**src/rtl/stream_source.sv**
```systemverilog
// -----------------------------------------------------------------------------
// stream_source
//   Generates one packet of arithmetic-progression data beats per start
//   request on a valid/ready stream. Beat i carries seed + i*step (mod 2^WIDTH).
//   An optional idle gap of `gap` cycles is inserted after every accepted
//   non-final beat.
//
// Ports
//   clk        : clock, all state changes on the rising edge
//   rst        : asynchronous active-low reset
//   start      : begin a packet (sampled only while idle)
//   len        : number of beats in the packet (0 = empty packet)
//   seed       : data value of the first beat
//   step       : increment applied after each accepted beat
//   gap        : idle cycles inserted after each accepted non-final beat
//   out_valid  : beat offered
//   out_ready  : downstream accepts the offered beat
//   out_data   : beat payload
//   out_last   : offered beat is the final beat of the packet
//   busy       : packet in progress (SEND or GAP)
//   done       : one-cycle completion pulse
//   beats_sent : handshakes completed in the current / most recent packet
// -----------------------------------------------------------------------------
module stream_source #(
    parameter int WIDTH = 8,
    parameter int GAP_W = 4
) (
    input  logic             clk,
    input  logic             rst,
    input  logic             start,
    input  logic [7:0]       len,
    input  logic [WIDTH-1:0] seed,
    input  logic [WIDTH-1:0] step,
    input  logic [GAP_W-1:0] gap,
    output logic             out_valid,
    input  logic             out_ready,
    output logic [WIDTH-1:0] out_data,
    output logic             out_last,
    output logic             busy,
    output logic             done,
    output logic [7:0]       beats_sent
);

    typedef enum logic [1:0] {
        IDLE = 2'd0,
        SEND = 2'd1,
        GAP  = 2'd2,
        DONE = 2'd3
    } state_t;

    state_t state, state_next;

    logic [7:0]       remaining;
    logic [WIDTH-1:0] data;
    logic [WIDTH-1:0] step_r;
    logic [GAP_W-1:0] gap_r;
    logic [GAP_W-1:0] gap_cnt;
    logic [7:0]       sent;
    logic             handshake;

    // out_valid is a pure decode of the state register, so the handshake
    // term never feeds back into any output combinationally.
    assign handshake = (state == SEND) && out_ready;

    always_ff @(posedge clk or negedge rst) begin
        if (!rst) begin
            state <= IDLE;
        end else begin
            state <= state_next;
        end
    end

    always_comb begin
        state_next = state;
        out_valid  = 1'b0;
        out_last   = 1'b0;
        busy       = 1'b0;
        done       = 1'b0;
        case (state)
            IDLE: begin
                if (start) begin
                    state_next = (len == 8'd0) ? DONE : SEND;
                end
            end
            SEND: begin
                out_valid = 1'b1;
                out_last  = (remaining == 8'd1);
                busy      = 1'b1;
                if (handshake) begin
                    if (remaining == 8'd1) begin
                        state_next = DONE;
                    end else if (gap_r != '0) begin
                        state_next = GAP;
                    end
                end
            end
            GAP: begin
                busy = 1'b1;
                // gap_cnt is loaded with the full gap, so leaving on 1
                // gives exactly gap_r cycles in this state.
                if (gap_cnt <= 1) begin
                    state_next = SEND;
                end
            end
            DONE: begin
                done       = 1'b1;
                state_next = IDLE;
            end
            default: state_next = IDLE;
        endcase
    end

    always_ff @(posedge clk or negedge rst) begin
        if (!rst) begin
            remaining <= '0;
            data      <= '0;
            step_r    <= '0;
            gap_r     <= '0;
            gap_cnt   <= '0;
            sent      <= '0;
        end else begin
            case (state)
                IDLE: begin
                    if (start) begin
                        remaining <= len;
                        data      <= seed;
                        step_r    <= step;
                        gap_r     <= gap;
                        sent      <= '0;
                    end
                end
                SEND: begin
                    if (handshake) begin
                        remaining <= remaining - 8'd1;
                        sent      <= sent + 8'd1;
                        data      <= data + step_r;
                        gap_cnt   <= gap_r;
                    end
                end
                GAP: begin
                    gap_cnt <= gap_cnt - 1'b1;
                end
                default: ;
            endcase
        end
    end

    assign out_data   = data;
    assign beats_sent = sent;

endmodule

```
**config.mk**
```make
export PLATFORM = sky130hd
export DESIGN_NAME = stream_source
export DESIGN_NICKNAME = d
export VERILOG_FILES = /design/src/rtl/stream_source.sv
export SDC_FILE = /design/constraint.sdc
export NUM_CORES = 1
export LEC_CHECK = 0
export CORE_UTILIZATION = 50
export CTS_CLUSTER_DIAMETER = 50
export CTS_CLUSTER_SIZE = 40
export DETAILED_ROUTE_END_ITERATION = 6
export PLACE_DENSITY_LB_ADDON = 0.2
export SYNTH_ARGS = -nofsm -noshare
export SYNTH_HDL_FRONTEND = slang
export SYNTH_SLANG_ARGS = --single-unit
```
**constraint.sdc**
```tcl
create_clock -name clk -period 3.78 [get_ports clk]
set_input_delay 0.756 -clock clk [delete_from_list [all_inputs] [get_ports clk]]
set_output_delay 0.756 -clock clk [all_outputs]
set_load 0.005 [all_outputs]
```
==> results <==
- The leakage dissipation is 1.325 nW.
- The tree is rooted in a clkbuf_8.
- The post-CTS resize count is 0.
- The clock passes through at most 2 buffers.
- Timing would allow up to 338.8 MHz.
- In the routed design, unresolved DRC markers number 0.
- Adding up every negative setup slack in the final design gives 0 ns.
- In this run, synthesis inferred 0 flip-flops with an integrated enable.
- During I/O placement, the number of pins put on the boundary was 52.
- The max-slew violation total from the final report came to 0.
- The fraction of layout instances using a drive strength above 1 is 6.840%.
- Once the clock tree was built, the setup fixing pass inserted 0 buffers.
- The die covers 5245 um2.
- The synthesized design contains 42 register bits.
- The slew of the pin with the lowest slew margin is 0.9441 ns.
- Sequential cells burn 32.4% of the power.
- The largest driver fanout on the critical path is 5.
- Setup violations remaining at the end of the flow were counted as 0.
- The max-slew headroom at the worst pin is 37.06%.
- The per-cell via count in the routed design is 5.414.
- The total track usage is 22.52%.
- At the end of routability-driven placement, the weighted congestion stood at 0.8087.
- The detailed router finished its first iteration with 97 violations.
- The number of standard cells in the final layout excluding fillers is 374.
- The number of placement rows is 25.
- In this run the power spent charging and discharging nets is 0.001130 W.
- The count of input and output buffers is 51.
- The cell count of the worst reg-to-reg path is 7.
- The initial antenna violation count was 0.
- The clock slew seen by the registers of the worst setup and hold paths is 0.08 ns.
- TritonCTS built the clock tree.
- The number of hold buffers added after CTS was 0.
- The pin count of the biggest net entering global routing is 43.
- The share of total power in the clock network is 10.5%.
- The worst hold path class is reg2reg.
- The number of H-tree branching levels is 2.
- The antenna diode count is 0.
- The flow ran to the end, and the final reports show no timing, DRC or antenna violations.
- The sequential-to-total area share from yosys stat is 42.38%.
- The most used flip-flop cell after synthesis is dfrtp_1.
- The remaining antenna violation count after routing is 0.
- The tool flagged a number of max-cap violations equal to 0.
- The layout overhead on the synthesized area is 25.43%.
- The wire length of the first global-routing pass is 9.073 mm.
- The internal portion of the total power is 0.001502 W.
- The routed design could run at a clock period as short as 2.952 ns.
- By startpoint and endpoint, the worst setup path is classified as reg2out.
- For the worst setup path, the data required time is 3.02 ns.
- The total overflow left after global routing is 0.
- The count of nets after finishing is 357.
- The count of synthesis-stage warnings from yosys is 0.
- The switching share of power is 42.94%.
- The instance count of the mapped netlist is 258.
- The estimated wirelength of the detail-placed design is 3.836 mm.
- The placeable core area is 4755 um2.
- Synthesis instantiated 47 different standard cells from the library.
- The mean cell area of the mapped netlist is 9.612 um2.
- Setup repair after global routing left no endpoint under its margin.
- The number of buffers created by CTS is 5.
- The number of global-route vias before repair is 1966.
- In this run the power density over the cells is 846.2 nW/um2.
- The critical path capture point type is an output pin.
- The type of origin of the critical path is a register.
- The clock arrives with 0.009557 ns of skew.
- The pre-antenna-repair detailed-routing pass consisted of 4 iterations.
- The vertical extent of the die is 72.43 um.
- The share of flip-flops with an asynchronous set or reset after synthesis is 100.0%.
- The arrival time at the worst endpoint is 2.20 ns.
- The combinational share of power is 57.1%.
- The peak supply drop is 0.4437 mV.
- Once placement completed, the tool counted placed cells totaling 367.
- The clock latency at the later pin of the worst-skew pair is 0.30 ns.
- The count of endpoints failing hold in the final timing report is 0.
- The post-detailed-routing wire length is 5.221 mm.
- The worst hold path stage count is 1.
- In this run the cell area of the synthesized design comes to 2480 um2.
- The wire length per cell is 13.96 um.
- Clock tree synthesis found a total of 42 sinks.
- In the finished design, the share of the clock period the worst path needs comes to 78.08%.
- Counting every net in the synthesized netlist gives 308.
- The number of vias in the routed layout is 2025.
- The initial core utilization is 52.16%.
- The die width is 72.43 um.
[logic make-up after synthesis]
| kind of cell | Yosys count | share of synthesized area [%] |
|---|---|---|
| and+or+nand+nor | 78 | 16.10 |
| buffers and inverters | 26 | 4.289 |
| adders and majority gates | 18 | 9.384 |
| muxes | 21 | 9.082 |
| DFF | 42 | 42.38 |
| AOI/OAI and AO/OA | 62 | 14.88 |
| xor gates and xnor gates | 11 | 3.885 |
[critical path, stage by stage (launching register included)]
cell and delay, ns:
dfrtp_1 0.42, nor2_1 0.13, nor4b_2 0.32, nand2_1 0.13
nor3b_1 0.33, clkdlybuf4s50_1 0.57
[routing by layer]
| layer | GRT usage, % | up-vias | wire [um] |
|---|---|---|---|
| met5 | 0 | - | 0 |
| met1 | 29.91 | 960 | 2428 |
| met4 | 7.190 | 0 | 72 |
| met3 | 3.750 | 7 | 211 |
| li1 | - | 1007 | - |
| met2 | 37.59 | 51 | 2508 |
[sequential cells by signal (all words and copies together) (netlist names)]
| name | cells |
|---|---|
| remaining | 8 |
| state | 2 |
| step_r | 8 |
| gap_cnt | 4 |
| gap_r | 4 |
| out_data | 8 |
| beats_sent | 8 |
[cells in the mapped netlist, types with 5 or more instances]
master | number | share of area [%]
ha_1 | 17 | 8.6
mux2i_1 | 9 | 3.6
nand3_1 | 8 | 1.6
o21ai_1 | 16 | 3.2
nor2_1 | 14 | 2.1
inv_1 | 15 | 2.3
xor2_1 | 6 | 2.1
mux2_2 | 7 | 3.2
o21ai_0 | 5 | 1.0
nand2_1 | 28 | 4.2
dfrtp_1 | 42 | 42
a21oi_1 | 21 | 4.2
o22ai_1 | 6 | 1.5
xnor2_1 | 5 | 1.8
mux2_1 | 5 | 2.3
[power groups by stage]
stage	Clock (W)	Combinational [W]	Sequential [W]
after floorplan	0	0.00112	0.000808
after global placement	0	0.00146	0.000851
after detailed placement	0	0.00151	0.000857
after CTS	0.000281	0.00152	0.000850
after global routing	0.000301	0.00170	0.000884
final	0.000276	0.00150	0.000853
[cell type report]
class / count / area, um2
clock buffer: 7 / 76.32
tap: 67 / 83.83
sequential: 42 / 1051
inverter: 15 / 56.30
multi-input combinational: 190 / 1323
timing repair buffer: 53 / 520.5
fill: 397 / 1644
[worst paths after layout]
path	startpoint	endpoint	slack [ns]
setup reg to reg	state[1]	beats_sent[7]	1.31
min in group asynchronous	rst	out_data[5]	0.60
max in group asynchronous	rst	gap_r[0]	2.59
setup / recovery	remaining[3]	out_last	0.83
hold reg to reg	step_r[6]	step_r[6]	0.51
hold / removal	step_r[6]	step_r[6]	0.51
[per-stage QoR]
step	total power, W	util, %	area, um2	setup WS, ns	hold slack [ns]
2_1_floorplan	0.001933	-	2480	1.820	0.4604
3_3_place_gp	0.002313	63.82	3034	1.029	0.4856
3_5_place_dp	0.002367	63.82	3034	0.9890	0.4936
4_1_cts	0.002647	65.42	3110	0.8173	0.5114
5_1_grt	0.002884	65.42	3110	0.6149	0.5327
6_report	0.002632	65.42	3110	0.8285	0.5098
[placed cells by master, fill, tap and decap left out, types with 6 or more instances in the layout]
cell / count
a21oi_1: 21
clkdlybuf4s50_1: 50
dfrtp_1: 42
ha_1: 17
inv_1: 15
mux2_2: 7
mux2i_1: 9
nand2_1: 28
nand3_1: 8
nor2_1: 14
o21ai_1: 16
o22ai_1: 6
xor2_1: 6
(Power assumes the default switching activity.)
